==> config.mk <==
export PLATFORM = sky130hd
export DESIGN_NAME = inst_fetch_queue
export DESIGN_NICKNAME = d
export VERILOG_FILES = /design/src/rtl/inst_fetch_queue.sv
export SDC_FILE = /design/constraint.sdc
export NUM_CORES = 1
export LEC_CHECK = 0
export CAP_MARGIN = 25
export CELL_PAD_IN_SITES_DETAIL_PLACEMENT = 0
export CELL_PAD_IN_SITES_GLOBAL_PLACEMENT = 1
export CORE_UTILIZATION = 29
export CTS_CLUSTER_SIZE = 40
export DETAILED_ROUTE_END_ITERATION = 7
export DONT_BUFFER_PORTS = 1
export GPL_TIMING_DRIVEN = 0
export PLACE_DENSITY_LB_ADDON = 0.1
export SYNTH_ARGS = -nofsm -noshare
export SYNTH_HDL_FRONTEND = slang
export SYNTH_SLANG_ARGS = --single-unit
export TNS_END_PERCENT = 30
==> constraint.sdc <==
create_clock -name clk -period 12.9 [get_ports clk]
set_input_delay 0.645 -clock clk [delete_from_list [all_inputs] [get_ports clk]]
set_output_delay 0.645 -clock clk [all_outputs]
set_load 0.03 [all_outputs]
==> src/rtl/inst_fetch_queue.sv <==
// Instruction decoupling queue between fetch and decode/issue: circular buffer
// of {pc, inst} entries with multi-lane enqueue, partial dequeue and branch flush.
module inst_fetch_queue #(
  parameter  int unsigned FETCH_W = 2,
  parameter  int unsigned ISSUE_W = 2,
  parameter  int unsigned DEPTH   = 8,
  localparam int unsigned CW      = $clog2(DEPTH + 1),
  localparam int unsigned EW      = $clog2(FETCH_W + 1),
  localparam int unsigned IW      = $clog2(ISSUE_W + 1)
) (
  input  logic                 clk,
  input  logic                 resetn,
  input  logic                 flush,
  input  logic                 flush_keep,
  input  logic                 enq_valid,
  input  logic [EW-1:0]        enq_count,
  input  logic [31:0]          enq_pc,
  input  logic [32*FETCH_W-1:0] enq_inst,
  output logic                 enq_ready,
  output logic [ISSUE_W-1:0]   deq_valid,
  output logic [32*ISSUE_W-1:0] deq_pc,
  output logic [32*ISSUE_W-1:0] deq_inst,
  input  logic [IW-1:0]        deq_take,
  output logic [CW-1:0]        count
);

  localparam int unsigned AW = $clog2(DEPTH);
  localparam int unsigned PW = AW + 1;

  logic [PW-1:0] r_head;
  logic [PW-1:0] r_tail;
  logic [31:0]   r_pc   [DEPTH];
  logic [31:0]   r_inst [DEPTH];

  logic [PW-1:0] w_occ;
  logic [PW-1:0] w_take;
  logic [EW-1:0] w_enq_n;
  logic          w_enq_fire;
  logic [PW-1:0] w_head_nxt;
  logic [PW-1:0] w_tail_nxt;

  // Pointers carry one extra bit so full (occ == DEPTH) differs from empty.
  assign w_occ     = r_tail - r_head;
  assign count     = CW'(w_occ);
  assign enq_ready = (DEPTH - 32'(w_occ)) >= FETCH_W;

  always_comb begin
    w_enq_n    = (32'(enq_count) > FETCH_W) ? EW'(FETCH_W) : enq_count;
    w_take     = (32'(deq_take) > 32'(w_occ)) ? w_occ : PW'(deq_take);
    w_enq_fire = enq_valid & enq_ready & (enq_count != '0) & ~flush;

    w_head_nxt = r_head + w_take;
    w_tail_nxt = r_tail;
    if (flush) begin
      if (!flush_keep) begin
        w_head_nxt = r_tail;
      end else if (w_take != w_occ) begin
        // Delay-slot keep: only the oldest surviving entry stays queued.
        w_tail_nxt = w_head_nxt + PW'(1);
      end else begin
        w_tail_nxt = w_head_nxt;
      end
    end else if (w_enq_fire) begin
      w_tail_nxt = r_tail + PW'(w_enq_n);
    end
  end

  always_ff @(posedge clk or negedge resetn) begin
    if (!resetn) begin
      r_head <= '0;
      r_tail <= '0;
    end else begin
      r_head <= w_head_nxt;
      r_tail <= w_tail_nxt;
    end
  end

  always_ff @(posedge clk) begin
    if (w_enq_fire) begin
      for (int unsigned i = 0; i < FETCH_W; i++) begin
        if (i < 32'(w_enq_n)) begin
          r_pc[r_tail[AW-1:0] + AW'(i)]   <= enq_pc + (i << 2);
          r_inst[r_tail[AW-1:0] + AW'(i)] <= enq_inst[32*i +: 32];
        end
      end
    end
  end

  always_comb begin
    deq_valid = '0;
    deq_pc    = '0;
    deq_inst  = '0;
    for (int unsigned i = 0; i < ISSUE_W; i++) begin
      if (32'(w_occ) > i) begin
        deq_valid[i]       = 1'b1;
        deq_pc[32*i +: 32]   = r_pc[r_head[AW-1:0] + AW'(i)];
        deq_inst[32*i +: 32] = r_inst[r_head[AW-1:0] + AW'(i)];
      end
    end
  end

endmodule

; Word level (Yosys, flattened, before mapping)
; Memories as Yosys holds them, arrays and structs flattened.
; Index checks and enable logic that the tools add are counted.
[totals]
output_inout_bits = 135
ram_bits = 512
inputBits = 105
regBits = 8
memories = 2
[op_classes]
magnitude_cmp = 7
add_sub_neg = 8
bitwise_logic = 4
eq_ne = 2
muxes = 20
n_reduce_logical = 3
[mem_list]
columns = name, words, width, rd, rd_clocked_by_memory_dff, write_ports, line_no
row1 = r_inst, 8, 32, 2, 0, 2, 33  ; logic [31:0] r_inst [DEPTH];
row2 = r_pc, 8, 32, 2, 0, 2, 32  ; logic [31:0] r_pc [DEPTH];
[ops]
columns = cell, count
row1 = $mux W32, 4
row2 = $add A32 B3 Y32 const B, 1
row3 = $ge A32 B2 Y1 const B, 1
row4 = $mux W4, 7
row5 = $gt A4 B1 Y1 const B, 2
row6 = $mux W1, 8
row7 = $add A3 B1 Y3 const B, 2
row8 = $sub A4 B4 Y5 const A, 1
row9 = $add A4 B1 Y4 const B, 1
row10 = $add A4 B2 Y4, 1
row11 = $add A4 B4 Y4, 1
row12 = $gt A2 B4 Y1, 1
row13 = $lt A1 B2 Y1 const A, 2
row14 = $ne A4 B4 Y1, 1
row15 = $reduce_bool A2 Y1, 2
row16 = $sub A4 B4 Y4, 1
row17 = $and A1 B1 Y1, 3
row18 = $gt A2 B2 Y1 const B, 1
row19 = $mux W2, 1
row20 = $ne A2 B1 Y1 const B, 1
row21 = $reduce_and A2 Y1, 1
row22 = $not A1 Y1, 1

; Depth between registers and ports, before layout
; Gate-level depths: netlist of run 1.
[depth]
ltp_word = 8
ltp_mapped = 19
ltp_nobuf = 18

; Least setup slack after synthesis of run 1
; Ideal clock, no wire load.
[synth_path]
path_kind = register to register
from = register r_head[1]
to = memory r_inst[0][0] (enable)
slack_ps = 1797
t_arrival_ps = 10442
stages_incl_launch_ff = 13
setup_ps = 661
cell_sequence = dfrtp_1 > clkbuf_1 > buf_1 > clkbuf_1 > inv_1 > fa_1 > inv_1 > ha_1 > nand3b_1 > a211oi_2 > a2111oi_1 > nor2_2 > o41ai_1
[synth_lines]
columns = element, line_no
row1 = start: declaration, 30  ; logic [PW-1:0] r_head;
row2 = start signal: assignment, 73  ; r_head <= w_head_nxt;
row3 = end: declaration, 33

==> results of run 1 <==
[what timing repair did]
item | 4_1_cts | 5_1_grt
hold buffers | 1 | 0
buffers inserted | 0 | 0
hold endpoints to repair | 8 | 0
[stage by stage]
stage | total power (µW) | util | setup TNS (ns) | hold slack (ns) | cell area [µm²]
2_1_floorplan | 6790 | - | 0 | 0.349 | 31200
3_3_place_gp | 8930 | 0.311 | -3486.06 | 0.350 | 32900
3_5_place_dp | 9140 | 0.324 | 0 | 0.350 | 34400
4_1_cts | 11000 | 0.344 | 0 | 0.0682 | 36400
5_1_grt | 11400 | 0.344 | 0 | 0.0845 | 36500
6_report | 10900 | 0.344 | 0 | 0.120 | 36500
[critical path, delay by kind of cell, from the launching register on]
| family | cells | cell delay, ns |
|---|---|---|
| compound gates | 3 | 1.27 |
| fa+ha+maj | 2 | 1.29 |
| buf+inv | 9 | 3.70 |
| flops | 1 | 0.59 |
| simple gates | 1 | 0.60 |
[synth_stat cells (5+ instances only)]
library cell	instances	area (µm²)
nand2_1	746	2800
edfxtp_1	512	15400
mux4_2	256	5770
nor2_1	147	552
xor2_1	144	1260
a21oi_1	133	666
clkbuf_1	84	315
mux2_1	76	856
xnor2_1	73	639
mux2_2	67	754
buf_2	62	310
buf_1	36	135
o21ai_0	33	165
ha_1	17	213
inv_1	17	63.8
nand3_1	17	85.1
and3_1	13	81.3
buf_4	13	97.6
nand4_1	11	68.8
dfrtp_1	8	200
nor3_1	5	25.0
o21ai_2	5	43.8
[power breakdown]
part           internal [µW]  switching (µW)  leakage (µW)
sequential              2240             148       0.00472
combinational           2010            4670       0.00695
clock                   1050             772       0.00101
[cell type report]
| class | count | area, µm² | share of cell area |
|---|---|---|---|
| Antenna cell | 3 | 7.51 | 0.000206 |
| Buffer | 196 | 865 | 0.0237 |
| Clock buffer | 86 | 1830 | 0.0502 |
| Clock inverter | 35 | 235 | 0.00644 |
| Inverter | 19 | 71.3 | 0.00195 |
| Multi-Input combinational cell | 1810 | 14800 | 0.405 |
| Sequential cell | 520 | 15600 | 0.427 |
| Tap cell | 1391 | 1740 | 0.0477 |
| Timing Repair Buffer | 89 | 1380 | 0.0377 |
[kinds of logic after synthesis]
group | Yosys count | share of synthesized area
xor+xnor | 219 | 0.0620
mux | 403 | 0.238
simple gates | 967 | 0.124
flops | 520 | 0.499
buf+inv | 215 | 0.0300
other cells | 1 | 0.000120
fa+ha+maj | 20 | 0.00874
compound gates | 200 | 0.0382
[metal layers]
metal | global-route usage | wire length (µm) | vias up
met5 | 0 | 13 | -
met4 | 0.0705 | 3250 | 2
met3 | 0.0459 | 8590 | 150
met2 | 0.378 | 60400 | 819
met1 | 0.311 | 54700 | 11500
li1 | - | - | 9619
[flip-flops by register name, summed over array words and instances, names as in the netlist]
name and count:
r_inst 256, r_head 4, r_tail 4, r_pc 256
[worst max path at each step]
| stage | startpoint | to | slack [ns] | cells past startpoint |
|---|---|---|---|---|
| after global placement | r_head[1] | r_inst[0][25] | -11.14 | 12 |
| final | r_head[1] | r_pc[1][14] | 5.17 | 15 |
| after CTS | r_head[1] | r_pc[1][27] | 5.18 | 15 |
| after floorplan | r_head[1] | r_inst[0][0] | 1.80 | 12 |
| after detailed placement | r_head[1] | r_pc[1][19] | 5.20 | 15 |
| after global routing | r_head[1] | r_pc[1][27] | 4.95 | 15 |
==> flow_metrics.tcl, run 1 <==
set metrics [dict create \
    drtPass1Iterations 6 \
    min-delay-start "enq_pc[1]" \
    hold_path_depth 0 \
    crit_type "flip-flop to flip-flop" \
    final_cell_mix "nand2_1 (746), edfxtp_1 (512), mux4_2 (256)" \
    r2r-end "r_pc[1][14]" \
    hold_path.class "primary input to flip-flop" \
    wl_um 127000 \
    final_cells 4149 \
    status "complete, no violations" \
    vias 22100 \
    path_max_fanout 10 \
    clock_latency_ns 0.63 \
    routabilityCongestion 0.781 \
    reg2reg_slack_ns 5.17 \
    synthArstFlopShare 0.0154 \
    portBuffers 0 \
    ir_drop_mv 0.114 \
    critPathRequiredTime_ns 13.29 \
    synthCells 2545 \
    setup_viol 0 \
    yosys_warnings 0 \
    via_per_inst 5.32 \
    cts_tree "done" \
    final_common_cell "nand2_1" \
    synth_seq_area_share 0.499 \
    final_nets 2830 \
    maxCapViolations 0 \
    post-route-period-util 0.599 \
    place_hpwl_um 89600 \
    synth_edf_count 512 \
    worstHoldEndpoint "r_pc[5][1]" \
    post-place-ws_ns 5.20 \
    syn_area_per_cell_um2 12.3 \
    worstMarginPinSlew_ns 1.16 \
    clk_pin_slew_worst_paths_ns 0.06 \
    cts.sinks 520 \
    setup_ws_ns 5.17 \
    grt_pass1_vias 22500 \
    synth_flop_cell "edfxtp_1" \
    antenna_found_initial 4 \
    slew_violations 0 \
    fill_cells 10300 \
    worst_path_max_delay_cell "fa_1" \
    die_area_um2 109000 \
    cp-end-kind "flip-flop" \
    die_height_um 330 \
    htree_levels 3 \
    cts.repair.resized 0 \
    overflow 0 \
    fmax_ghz 0.129 \
    worstPathArrival_ns 8.12 \
    areaGrowthSynthToFinish_pct 17.0 \
    start_util 0.294 \
    finalClockSkew_ns 0.0232 \
    period_minus_slack_ns 7.73 \
    reg2reg_from "r_head[1]" \
    drt_first_iter_violations 1931 \
    drive_above_1_share 0.223 \
    route.detailed.drc 0 \
    grt_use_total 0.232 \
    cts_buffers 69 \
    synth_fp_nets 2670 \
    yosysUniqueCellTypes 59 \
    ys_ff_latch 520 \
    hold_viol_final 0 \
    maxSlewHeadroom 0.231 \
    cp_cell_sequence "clkbuf_1 -> buf_1 -> clkbuf_1 -> inv_1 -> fa_1 -> inv_1 -> ha_1 -> nor4b_4 -> a2111oi_4 -> o21ai_2 -> clkbuf_1 -> o31ai_4 -> buf_8 -> buf_8 -> buf_8" \
    clockBufferDepth 3 \
    startpoint_type "flip-flop" \
    dp_cells 4018 \
    grt_max_degree 17 \
    p_per_area_nw_per_um2 298 \
    io_pins 240 \
    syn_area_um2 31200 \
    routedWlPerCell_um 30.6 \
    cpPeakStageDelay_ns 0.98 \
    ff2ff_path_depth 15 \
    rows 119 \
    die_w_um 330 \
    cts-root-buf "clkbuf_16" \
    final_antenna_net_count 0 \
    grt_pass1_wl_um 176000 \
    leakage_uw 0.0127 \
    rsz0062_at_grt "no" \
    coreArea_um2 106000 \
]
(Power assumes the default switching activity.)
==> inputs of run 2 (changes only) <==
--- a/config.mk
+++ b/config.mk
@@ -5,6 +5,7 @@
 export SDC_FILE = /design/constraint.sdc
 export NUM_CORES = 1
 export LEC_CHECK = 0
+export ABC_AREA = 1
 export CAP_MARGIN = 25
 export CELL_PAD_IN_SITES_DETAIL_PLACEMENT = 0
 export CELL_PAD_IN_SITES_GLOBAL_PLACEMENT = 1
==> constraint.sdc (replaced) <==
create_clock -name clk -period 7.8 [get_ports clk]
set_input_delay 0.39 -clock clk [delete_from_list [all_inputs] [get_ports clk]]
set_output_delay 0.39 -clock clk [all_outputs]
set_load 0.03 [all_outputs]
==> flow_metrics.tcl, run 2 <==
set metrics [dict create \
    cts-root-buf "clkbuf_16" \
    drive_above_1_share 0.0613 \
    cp_common_cell "clkbuf_1" \
    synth_edf_count 512 \
    drt_first_iter_violations 3290 \
    cts.sinks 520 \
    final_cell_mix "nand2_1 (969), o21ai_0 (639), edfxtp_1 (512)" \
    crit_type "flip-flop to flip-flop" \
    clockBufferDepth 3 \
    synthCells 3933 \
    status "complete, no violations" \
    cp-end-kind "flip-flop" \
    yosys_warnings 0 \
    syn_area_um2 31800 \
    routabilityCongestion 0.870 \
    die_height_um 333 \
    die_area_um2 111000 \
    cp_top_family "buffers and inverters" \
    routedWlPerCell_um 29.5 \
    final_antenna_net_count 0 \
    cp_cell_sequence "clkbuf_1 -> clkinv_1 -> clkbuf_1 -> clkbuf_1 -> fa_1 -> inv_1 -> ha_1 -> nand2_1 -> nand3b_1 -> inv_1 -> nand4_2 -> nand2_2 -> nor2_4 -> nand2_1 -> clkbuf_1 -> o21ai_4 -> buf_12 -> buf_12" \
    slew_violations 0 \
    setup_ws_ns 0.188 \
    yosysTopAreaCell "edfxtp_1" \
    antenna_found_initial 5 \
    worst_path_max_delay_cell "fa_1" \
    clock_latency_ns 0.64 \
    post-route-period-util 0.976 \
    ys_top_cells_by_count "nand2_1 (969), o21ai_0 (647), edfxtp_1 (512), nor2_1 (357), clkbuf_1 (232)" \
    grt_pass1_wl_um 225000 \
    via_per_inst 5.58 \
    yosysUniqueCellTypes 39 \
    cpPeakStageDelay_ns 0.98 \
    final_common_cell "nand2_1" \
    design_area_um2 36600 \
    period_minus_slack_ns 7.61 \
    cts_tree "done" \
    fmax_ghz 0.131 \
    critPathRequiredTime_ns 8.18 \
    synth_top_area_frac 0.484 \
    path_max_fanout 17 \
    grt_pass1_vias 29700 \
    wl_um 162000 \
    synth_seq_area_share 0.490 \
    maxCapViolations 0 \
    hold_path.class "primary input to flip-flop" \
    post-place-ws_ns 0.0955 \
    io_pins 240 \
    synth_fp_nets 4058 \
    yosysMostFrequentCell "nand2_1" \
    setup_viol 0 \
    vias 30700 \
    hold_ws_ns 0.0858 \
    synth_flop_cell "edfxtp_1" \
    maxSlewHeadroom 0.211 \
    placed_cell_area_um2 34300 \
    areaGrowthSynthToFinish_pct 15.3 \
    synthArstFlopShare 0.0154 \
    die_w_um 333 \
    n_antenna_cell 0 \
    startpoint_type "flip-flop" \
    start_util 0.292 \
    ys_top_cells_by_area "edfxtp_1 (48%), nand2_1 (11%), o21ai_0 (10%), nor2_1 (4.2%), a21oi_1 (3.1%)" \
    finalClockSkew_ns 0.0229 \
    reg2reg_slack_ns 0.19 \
    drtPass1Iterations 5 \
    grt_use_total 0.285 \
    htree_levels 3 \
    clk_pin_slew_worst_paths_ns 0.06 \
    syn_area_per_cell_um2 8.07 \
    grt_max_degree 24 \
    portBuffers 0 \
    coreArea_um2 109000 \
    hold_viol_final 0 \
    overflow 0 \
    ys_ff_latch 520 \
    cts_buffers 70 \
    place_hpwl_um 116000 \
    rows 121 \
    fill_cells 11500 \
    worstPathArrival_ns 7.99 \
    final_nets 4171 \
    rsz0062_at_grt "no" \
    worstMarginPinSlew_ns 1.18 \
    route.detailed.drc 0 \
    critical_path_buf_inv_count 9 \
]
==> run 2: cell types whose count changed after synthesis, sizes merged, moves of 143 or more <==
cell    delta
clkbuf   +147
inv      +206
mux2     -143
mux4     -256
nand2    +228
nor2     +210
o21ai    +785
==> run 2: kinds of logic after synthesis <==
family | synth area share
buf+inv | 0.0769
fa+ha+maj | 0.00859
xor+xnor | 0.00938
compound gates | 0.243
simple gates | 0.171
flops | 0.490
other cells | 0.000118
==> run 2: routing by layer <==
layer | vias to the layer above | track usage | wire length (µm)
met2 | 1424 | 0.451 | 73600
met5 | - | 0 | 48
met4 | 8 | 0.103 | 5480
met1 | 15100 | 0.385 | 70100
met3 | 265 | 0.0534 | 13000
li1 | 13900 | - | -
==> run 2: area by class of cell <==
| cell class | count | area (µm²) | share of cell area |
|---|---|---|---|
| multi-input cells | 2805 | 13800 | 0.378 |
| well taps | 1414 | 1770 | 0.0483 |
| clock inverters | 35 | 354 | 0.00967 |
| flip-flops and latches | 520 | 15600 | 0.425 |
| repair buffers | 41 | 763 | 0.0208 |
| clock buffers | 86 | 1880 | 0.0512 |
| plain buffers | 381 | 1590 | 0.0434 |
| inverters | 227 | 852 | 0.0233 |
==> run 2: final timing paths <==
path                            start       endpoint  depth (start not counted)
min in group asynchronous      resetn      r_tail[3]                          1
setup reg to reg            r_head[1]  r_inst[0][29]                         18
hold reg to reg             r_tail[3]      r_tail[3]                          2
hold / removal             flush_keep      r_tail[1]                          3
max in group asynchronous      resetn      r_head[2]                          1
setup / recovery            r_head[1]  r_inst[0][29]                         18
==> run 2: through the flow <==
step | util | std cells | setup TNS (ns)
2_1_floorplan | - | 3933 | -231.66
6_report | 0.337 | 5509 | 0
3_3_place_gp | 0.308 | 5347 | -4167.63
3_5_place_dp | 0.316 | 5384 | 0
4_1_cts | 0.337 | 5508 | 0
5_1_grt | 0.337 | 5509 | 0
==> run 2: timing repair <==
action,4_1_cts,5_1_grt
buffers inserted,0,0
endpoints found under the hold margin,24,0
hold buffers,3,0
resized for setup,0,0
==> run 2: worst min-delay path, stage by stage <==
cell and delay [ns]:
nand2_1 0.08, a21oi_1 0.07, a21oi_1 0.12
Power of run 2 is left out: the tool's default activity adds up to more than one toggle a clock period on the data nets, which glitch-free logic cannot reach.
